==> config.mk <==
export PLATFORM = sky130hd
export DESIGN_NAME = cajero_automatico_param
export DESIGN_NICKNAME = d
export VERILOG_FILES = /design/src/rtl/cajero_automatico_param.sv
export SDC_FILE = /design/constraint.sdc
export NUM_CORES = 1
export LEC_CHECK = 0
export CAP_MARGIN = 20
export CORE_AREA = 2 2 163 165
export CTS_BUF_LIST = sky130_fd_sc_hd__clkbuf_4
export DETAILED_ROUTE_END_ITERATION = 6
export DIE_AREA = 0 0 165 167
export GPL_ROUTABILITY_DRIVEN = 0
export HOLD_SLACK_MARGIN = 0.1
export PLACE_DENSITY = 0.71
export SKIP_LAST_GASP = 1
export SYNTH_ARGS = -nofsm -noshare
export SYNTH_HDL_FRONTEND = slang
export SYNTH_SLANG_ARGS = --single-unit
==> constraint.sdc <==
create_clock -name clock -period 3.1 [get_ports clock]
set_input_delay 0.31 -clock clock [delete_from_list [all_inputs] [get_ports clock]]
set_output_delay 0.31 -clock clock [all_outputs]
set_load 0.1 [all_outputs]
==> src/rtl/cajero_automatico_param.sv <==
// cajero_automatico_param: ATM transaction controller. It handles card detect, PIN entry
// with retry and lockout, and a deposit or withdrawal against a balance latched at insert.
// Optional feature macro: LIMITE_RETIRO_EN. It enables the per-transaction withdrawal cap;
// without it, limite_excedido stays 0.
module cajero_automatico_param #(
  parameter int          PIN_DIGITS    = 4,
  parameter int          BALANCE_W     = 64,
  parameter int          MONTO_W       = 32,
  parameter int          MAX_INTENTOS  = 3,
  parameter int unsigned LIMITE_RETIRO = 32'd500000
) (
  input  logic                    clock,
  input  logic                    reset,
  input  logic                    tarjeta_recibida,
  input  logic                    tipo_trans,
  input  logic                    digito_stb,
  input  logic [3:0]              digito,
  input  logic [4*PIN_DIGITS-1:0] pin,
  input  logic [BALANCE_W-1:0]    balance_inicial,
  input  logic [MONTO_W-1:0]      monto,
  input  logic                    monto_stb,
  output logic [BALANCE_W-1:0]    balance,
  output logic                    balance_actualizado,
  output logic                    entregar_dinero,
  output logic                    pin_incorrecto,
  output logic                    advertencia,
  output logic                    bloqueo,
  output logic                    fondos_insuficientes,
  output logic                    limite_excedido
);
  localparam int PIN_W = 4 * PIN_DIGITS;
  localparam int CW    = $clog2(PIN_DIGITS + 1);
  localparam int IW    = $clog2(MAX_INTENTOS + 1);
  localparam logic [CW-1:0] ULTIMO_DIGITO  = CW'(PIN_DIGITS - 1);
  localparam logic [IW-1:0] INTENTOS_MAX   = IW'(MAX_INTENTOS);
  localparam logic [IW-1:0] INTENTOS_AVISO = IW'(MAX_INTENTOS - 1);
  localparam logic [BALANCE_W-1:0] LIMITE  = BALANCE_W'(LIMITE_RETIRO);
`ifdef LIMITE_RETIRO_EN
  localparam logic LIMITE_ACTIVO = 1'b1;
`else
  localparam logic LIMITE_ACTIVO = 1'b0;
`endif

  typedef enum logic [2:0] {
    ESPERA_TARJETA = 3'd0,
    RECIBE_PIN     = 3'd1,
    VERIFICA_PIN   = 3'd2,
    ESPERA_MONTO   = 3'd3,
    PROCESA        = 3'd4,
    BLOQUEO        = 3'd5
  } estado_t;

  // Balance + amount, clamped to all-ones instead of wrapping.
  function automatic logic [BALANCE_W-1:0] suma_saturada(input logic [BALANCE_W-1:0] a,
                                                         input logic [BALANCE_W-1:0] b);
    logic [BALANCE_W:0] s;
    s = {1'b0, a} + {1'b0, b};
    if (s[BALANCE_W]) return {BALANCE_W{1'b1}};
    else              return s[BALANCE_W-1:0];
  endfunction

  estado_t              estado_r, estado_sig_s;
  logic [BALANCE_W-1:0] balance_r, balance_sig_s, monto_ext_s;
  logic [PIN_W-1:0]     digitos_r, digitos_sig_s;
  logic [CW-1:0]        cuenta_r, cuenta_sig_s;
  logic [IW-1:0]        intentos_r, intentos_sig_s, intentos_inc_s;
  logic [MONTO_W-1:0]   monto_r, monto_sig_s;
  logic                 tipo_r, tipo_sig_s;
  logic                 esperar_retiro_r, esperar_retiro_sig_s;
  logic                 actualizado_r, actualizado_s;
  logic                 entregar_r, entregar_s;
  logic                 pin_inc_r, pin_inc_s;
  logic                 adv_r, adv_s;
  logic                 bloq_r, bloq_s;
  logic                 fondos_r, fondos_s;
  logic                 limite_r, limite_s;
  logic                 excede_limite_s;

  assign monto_ext_s     = BALANCE_W'(monto_r);
  assign intentos_inc_s  = intentos_r + IW'(1);
  assign excede_limite_s = LIMITE_ACTIVO & (monto_ext_s > LIMITE);

  // Next-state, datapath and output-pulse decode; card removal pre-empts every strobe.
  always_comb begin
    estado_sig_s         = estado_r;
    balance_sig_s        = balance_r;
    digitos_sig_s        = digitos_r;
    cuenta_sig_s         = cuenta_r;
    intentos_sig_s       = intentos_r;
    monto_sig_s          = monto_r;
    tipo_sig_s           = tipo_r;
    esperar_retiro_sig_s = esperar_retiro_r;
    actualizado_s        = 1'b0;
    entregar_s           = 1'b0;
    pin_inc_s            = 1'b0;
    fondos_s             = 1'b0;
    limite_s             = 1'b0;
    adv_s                = adv_r;
    bloq_s               = bloq_r;
    case (estado_r)
      ESPERA_TARJETA: begin
        // After a completed transaction the card must be pulled before a new one starts.
        if (!tarjeta_recibida) begin
          esperar_retiro_sig_s = 1'b0;
        end else if (!esperar_retiro_r) begin
          balance_sig_s = balance_inicial;
          digitos_sig_s = '0;
          cuenta_sig_s  = '0;
          estado_sig_s  = RECIBE_PIN;
        end else begin
          estado_sig_s = ESPERA_TARJETA;
        end
      end
      RECIBE_PIN: begin
        if (!tarjeta_recibida) begin
          digitos_sig_s = '0;
          cuenta_sig_s  = '0;
          estado_sig_s  = ESPERA_TARJETA;
        end else if (digito_stb) begin
          digitos_sig_s = (digitos_r << 4) | PIN_W'(digito);
          if (cuenta_r == ULTIMO_DIGITO) begin
            cuenta_sig_s = '0;
            estado_sig_s = VERIFICA_PIN;
          end else begin
            cuenta_sig_s = cuenta_r + CW'(1);
          end
        end else begin
          estado_sig_s = RECIBE_PIN;
        end
      end
      VERIFICA_PIN: begin
        digitos_sig_s = '0;
        cuenta_sig_s  = '0;
        if (!tarjeta_recibida) begin
          estado_sig_s = ESPERA_TARJETA;
        end else if (digitos_r == pin) begin
          intentos_sig_s = '0;
          adv_s          = 1'b0;
          estado_sig_s   = ESPERA_MONTO;
        end else begin
          intentos_sig_s = intentos_inc_s;
          pin_inc_s      = 1'b1;
          if (intentos_inc_s == INTENTOS_MAX) begin
            bloq_s       = 1'b1;
            adv_s        = 1'b0;
            estado_sig_s = BLOQUEO;
          end else begin
            adv_s        = (intentos_inc_s == INTENTOS_AVISO);
            estado_sig_s = RECIBE_PIN;
          end
        end
      end
      ESPERA_MONTO: begin
        if (!tarjeta_recibida) begin
          estado_sig_s = ESPERA_TARJETA;
        end else if (monto_stb) begin
          monto_sig_s  = monto;
          tipo_sig_s   = tipo_trans;
          estado_sig_s = PROCESA;
        end else begin
          estado_sig_s = ESPERA_MONTO;
        end
      end
      PROCESA: begin
        estado_sig_s = ESPERA_TARJETA;
        if (!tarjeta_recibida) begin
          esperar_retiro_sig_s = 1'b0;
        end else begin
          esperar_retiro_sig_s = 1'b1;
          if (!tipo_r) begin
            balance_sig_s = suma_saturada(balance_r, monto_ext_s);
            actualizado_s = 1'b1;
          end else if (excede_limite_s) begin
            limite_s = 1'b1;
          end else if (monto_ext_s > balance_r) begin
            fondos_s = 1'b1;
          end else begin
            balance_sig_s = balance_r - monto_ext_s;
            actualizado_s = 1'b1;
            entregar_s    = 1'b1;
          end
        end
      end
      BLOQUEO: begin
        estado_sig_s = BLOQUEO;
        bloq_s       = 1'b1;
        adv_s        = 1'b0;
      end
      default: begin
        estado_sig_s = ESPERA_TARJETA;
      end
    endcase
  end

  // State register; reset returns to waiting for a card, even from lockout.
  always_ff @(posedge clock) begin
    if (!reset) estado_r <= ESPERA_TARJETA;
    else        estado_r <= estado_sig_s;
  end

  // Datapath and registered outputs.
  always_ff @(posedge clock) begin
    if (!reset) begin
      balance_r        <= '0;
      digitos_r        <= '0;
      cuenta_r         <= '0;
      intentos_r       <= '0;
      monto_r          <= '0;
      tipo_r           <= 1'b0;
      esperar_retiro_r <= 1'b0;
      actualizado_r    <= 1'b0;
      entregar_r       <= 1'b0;
      pin_inc_r        <= 1'b0;
      adv_r            <= 1'b0;
      bloq_r           <= 1'b0;
      fondos_r         <= 1'b0;
      limite_r         <= 1'b0;
    end else begin
      balance_r        <= balance_sig_s;
      digitos_r        <= digitos_sig_s;
      cuenta_r         <= cuenta_sig_s;
      intentos_r       <= intentos_sig_s;
      monto_r          <= monto_sig_s;
      tipo_r           <= tipo_sig_s;
      esperar_retiro_r <= esperar_retiro_sig_s;
      actualizado_r    <= actualizado_s;
      entregar_r       <= entregar_s;
      pin_inc_r        <= pin_inc_s;
      adv_r            <= adv_s;
      bloq_r           <= bloq_s;
      fondos_r         <= fondos_s;
      limite_r         <= limite_s;
    end
  end

  assign balance              = balance_r;
  assign balance_actualizado  = actualizado_r;
  assign entregar_dinero      = entregar_r;
  assign pin_incorrecto       = pin_inc_r;
  assign advertencia          = adv_r;
  assign bloqueo              = bloq_r;
  assign fondos_insuficientes = fondos_r;
  assign limite_excedido      = limite_r;
endmodule
# Yosys cells after proc, flatten, opt, wreduce, memory -nomap -nowiden
# Cells that the tools add are included.
# word_totals
reg_bits	128
output_inout_bits	71
inputBits	122
word_cells	99
# classes
add_sub_neg	4
mux	45
bitwise	1
reduce_logical	15
magnitude_cmp	1
n_eq_ne	19
# op_table
cell	count
two-way mux 64 bit	6
one-hot mux 64 bit (2 select lines)	1
adder 64 x 32 -> 65 bit	1
> comparator 32 x 64 -> 1 bit	1
two-way mux 16 bit	4
subtractor 64 x 32 -> 64 bit	1
one-hot mux 16 bit (3 select lines)	1
two-way mux 3 bit	14
equality test 16 bit	1
OR 16 x 4 -> 16 bit	1
one-hot mux 3 bit (5 select lines)	1
!= test 2 bit (second input constant)	7
two-way mux 1 bit	13
AND reduction 4 bit	3
equality test 3 x 2 -> 1 bit (second input constant)	3
one-hot mux 3 bit (3 select lines)	1
AND reduction 3 bit	3
AND reduction 2 bit	4
equality test 3 bit (second input constant)	2
!= test 3 bit (second input constant)	2
one-hot mux 1 bit (2 select lines)	3
AND reduction 5 bit	1
equality test 2 bit (second input constant)	2
!= test 4 bit (second input constant)	1
7 further kinds	8

# Logic depth before layout (Yosys ltp)
# depth
depth_word	6
mapped_depth	15
ltp_nobuf	12

# Worst setup path after synthesis
# OpenSTA, ideal clock, no wires.
# synth_path
path_type	register -> register
from	register balance_r[21], in the netlist balance[21]
to	register balance_r[49], in the netlist balance[49]
period_less_slack_ps	3793
path_buffers	2
required_ps	3020
slack_ps	-693
path_stages_with_launch	12
setup_ps	80
arrival_ps	3712
cell_sequence	dfxtp_1 ha_1 or3_4 or3_4 o311ai_4 o32a_2 buf_6 nand4_1 and2_1 buf_6 or4_1 o211ai_1
# synth_via
elab_chain_len	5
elab_cells_between_ends	10
classes_between	add/sub (2); order compare (1); eq/ne (1); mux (5); reduce/logical (1)
# synth_lines
item	line	rtl
start, declared	63	logic [BALANCE_W-1:0] balance_r, balance_sig_s, monto_ext_s;
start signal, assigned	219	balance_r <= balance_sig_s;
adder 64 x 32 -> 65 bit or subtractor 64 x 32 -> 64 bit (tied branches)	57, 178	
two-way mux 64 bit, on equally long branches	58, 175	
two-way mux 64 bit	170	if (!tipo_r) begin
two-way mux 64 bit	166	if (!tarjeta_recibida) begin
one-hot mux 64 bit (2 select lines)	100	case (estado_r)
# Several ways; a longest one is shown, not always the timed one. The select of a mux whose other input is x is not followed.
# A chain may end at the register's enable or synchronous reset.

# Worst setup path after layout
# layout_path
from	register balance_r[22], in the netlist balance[22]
to	register balance_r[44], in the netlist balance[44]
# Same word-level chain as after synthesis.

==> results.py <==
metrics = {
    "worst_setup_path": {
        "critPathCapture": "balance[44]",
        "cp-start-kind": "flop",
        "worst_setup_path_end_kind": "flop",
        "startpoint": "balance[22]",
        "critPathMostFrequentCell": "or3_4",
        "worstSetupPathDepth": 10,
        "worstReg2RegEnd": "balance[44]",
        "crit_required_ns": 3.64,
        "r2r_cells": 10,
        "slowest_delay_ns": 0.54,
        "critPathArrivalTime_ns": 3.70,
        "crit_slowest_cell": "o32ai_1",
        "critical_path_class": "flop to flop",
        "crit_chain": "ha_4 -> or3_4 -> or3_4 -> o311ai_4 -> o32a_4 -> buf_12 -> nand2_1 -> o32ai_1 -> a31o_4 -> a211oi_2",
        "r2r-start": "balance[22]",
        "worst-path-buf-inv": 1,
        "worst-path-max-fanout": 7,
        "r2r_setup_slack_ns": -0.07,
        "path_delay_family": "compound AO/OA/AOI/OAI gates",
    },
    "drt": {
        "drc_errors": 70,
        "detail_route.iter0.violations": 2133,
        "vias": 14970,
        "ant_nets": 0,
        "wirelength_microns": 50000,
        "drt_first_pass_iters": 7,
        "viasPerCell": 6.295,
        "wl_per_cell_microns": 21.03,
    },
    "power": {
        "finalPower_uw": 6220,
        "leakagePower_uw": 0.006935,
        "p_int_uw": 3291,
        "vdd_ir_drop_max_mv": 0.2504,
        "power.density_nw_per_um2": 361.3,
        "pwr-share-seq": 0.298,
        "p_sw_uw": 2930,
        "p_comb_frac": 0.489,
        "pwr-share-clk": 0.213,
        "switching_share": 0.4710,
    },
    "floorplanning": {
        "core.rowCount": 59,
        "ios": 193,
        "design.core.area_sq_um": 25760,
        "initial_core_util": 0.4443,
        "die_area_sq_um": 27560,
        "die-width_microns": 165,
        "die_h_microns": 167,
    },
    "synth": {
        "synth-seq-cells": 128,
        "synth_area_sq_um": 11450,
        "synth.distinct_cells": 91,
        "synth_ff_type": "dfxtp_1",
        "yosysTopAreaCell": "dfxtp_1",
        "synth_area_leaders": "dfxtp_1, a21oi_1, ha_1, nand2_1, nor2_1",
        "synthDominantCellAreaShare": 0.2239,
        "avgSynthCellArea_sq_um": 7.100,
        "synthCells": 1612,
        "synthTopCellsByCount": "nand2_1, a21oi_1, dfxtp_1, nor2_1, clkbuf_1",
        "synthMostInstantiatedCell": "nand2_1",
        "syn_nets": 1803,
        "synth_edf_count": 0,
        "ys_seq_area_frac": 0.2239,
        "synth-warning-count": 0,
        "synthArstFlopShare": 0,
    },
    "finish": {
        "layout-drive-gt1-share": 0.3159,
        "syn_to_final_growth_pct": 50.40,
        "fin_cells": 2378,
        "nets": 2220,
    },
    "sta": {
        "final_max_slew_viol_count": 0,
        "fin_crit_ns": 3.170,
        "relSlewSlack": 0.3182,
        "rsz0062_at_grt": "yes",
        "fin_ws_ns": -0.06954,
        "finalSetupViolCount": 4,
        "worst_pin_slew_ns": 1.020,
        "finalCritPeriodShare": 1.022,
        "fmax_mhz": 315.5,
        "hold_violations": 0,
        "finClkSkew_ns": 0.03830,
    },
    "clock_tree": {
        "numCtsBuffers": 17,
        "h-tree-depth": 4,
        "cts_buffer_depth": 2,
        "cts_hold_buffers": 0,
        "cts_num_sinks": 128,
        "clk_latency_ns": 0.62,
        "cts_root_buf": "clkbuf_4",
        "clkTransAtPathRegs_ns": 0.18,
        "cts_tree": "done",
    },
    "place": {
        "placedCellCount": 2314,
        "port_buffers": 191,
        "dpl.hpwl_microns": 36020,
    },
    "hold_path": {
        "worstHoldPathType": "input port to flop",
        "hold_depth": 3,
    },
    "grt": {
        "grt_max_degree": 61,
        "groute.usage.overall": 0.3439,
        "antenna_found_initial": 1,
        "globalRouteOverflowTotal": 0,
        "grt_pass1_vias": 14260,
        "grt_pass1_wl_microns": 74980,
    },
    "run": {
        "max_cap_viol_count": 0,
    },
    "outcome": {
        "violations": "DRC, setup timing",
        "status": "complete, but fails checks",
    },
}
[placed cells by master (no fill, tap or decap), types with 13 or more instances in the layout]
master / n
clkbuf_4: 17
nor3_1: 53
nor2b_1: 17
xnor2_1: 42
nand2b_1: 18
o211ai_1: 22
nor2_1: 105
o21a_1: 20
nand4_1: 29
a21o_1: 16
dfxtp_1: 69
o21ai_0: 62
buf_4: 362
a21oi_1: 171
a21oi_2: 14
nand2_1: 195
dfxtp_4: 18
a31oi_1: 17
o31ai_1: 13
clkdlybuf4s50_1: 132
nand3_1: 76
inv_1: 66
o221ai_1: 23
ha_1: 51
nor4_1: 20
a211oi_1: 15
dfxtp_2: 41
[power by group through the flow]
stage                     Sequential, uW  Combinational (uW)  Clock [uW]
after global routing                1860                3190        1410
after global placement              1870                2660           0
after detailed placement            1870                2680           0
after floorplan                     2410                1090           0
final                               1850                3040        1330
after CTS                           1840                2800        1330
[area by class of cell]
type                            count  area [sq um]
Clock inverter                     15         186.4
Fill cell                        2121          8548
Clock buffer                       17         127.6
Tap cell                          335         419.2
Multi-Input combinational cell   1293          9041
Timing Repair Buffer              518          4491
Inverter                           71         266.5
Antenna cell                        1         2.502
Sequential cell                   128          2681
[worst register-to-register path, cell delays in order (launching register included)]
cell and delay, ns:
dfxtp_4 0.38, ha_4 0.24, or3_4 0.43, or3_4 0.40, o311ai_4 0.32, o32a_4 0.24, buf_12 0.12, nand2_1 0.15
o32ai_1 0.54, a31o_4 0.23, a211oi_2 0.06
[registers in the layout, summed over array words and instances (netlist names), 2 cells and up]
name,flops
balance,64
cuenta_r,3
digitos_r,16
estado_r,3
intentos_r,2
monto_r,32
[kinds of logic after synthesis]
family | synth area share
compound gates | 0.3031
xor+xnor | 0.03979
fa+ha+maj | 0.07674
buf+inv | 0.06777
flops | 0.2239
mux | 0.009620
other cells | 0.0003276
simple gates | 0.2787
[how the worst min path moves through the flow]
stage | endpoint | startpoint | slack, ns
after floorplan | cuenta_r[2] | cuenta_r[2] | 0.41
after global routing | digitos_r[3] | digito[3] | 0.21
after global placement | cuenta_r[2] | cuenta_r[2] | 0.42
after CTS | monto_r[5] | monto[5] | 0.21
final | digitos_r[3] | digito[3] | 0.23
after detailed placement | cuenta_r[2] | cuenta_r[2] | 0.43
[per-layer routing]
metal / track usage / vias up / wire [microns]
met3: 0.09191 / 270 / 5932
met5: 0 / - / 0
li1: - / 6807 / -
met1: 0.4488 / 6885 / 19800
met4: 0.1622 / 0 / 2586
met2: 0.5245 / 1008 / 21680
[stage by stage]
step | utilization | setup TNS (ns) | setup WS (ns) | hold WS (ns) | instance area, sq um
after floorplan | - | -0.1875 | -0.09773 | 0.4069 | 11640
after global placement | 0.6084 | -0.7950 | -0.1232 | 0.4185 | 15680
after detailed placement | 0.6084 | -3.283 | -0.1853 | 0.4291 | 15680
after CTS | 0.6371 | -0.05167 | -0.04500 | 0.2145 | 16410
after global routing | 0.6682 | -2.078 | -0.1148 | 0.2122 | 17220
final | 0.6682 | -0.07169 | -0.06954 | 0.2253 | 17220
[what timing repair did]
action                     4_1_cts  5_1_grt
pin swaps                       15       51
resized for setup               53      132
setup endpoints to repair       60       65
setup buffers                   13       14
cloned                           2        3
(Power assumes the default switching activity.)
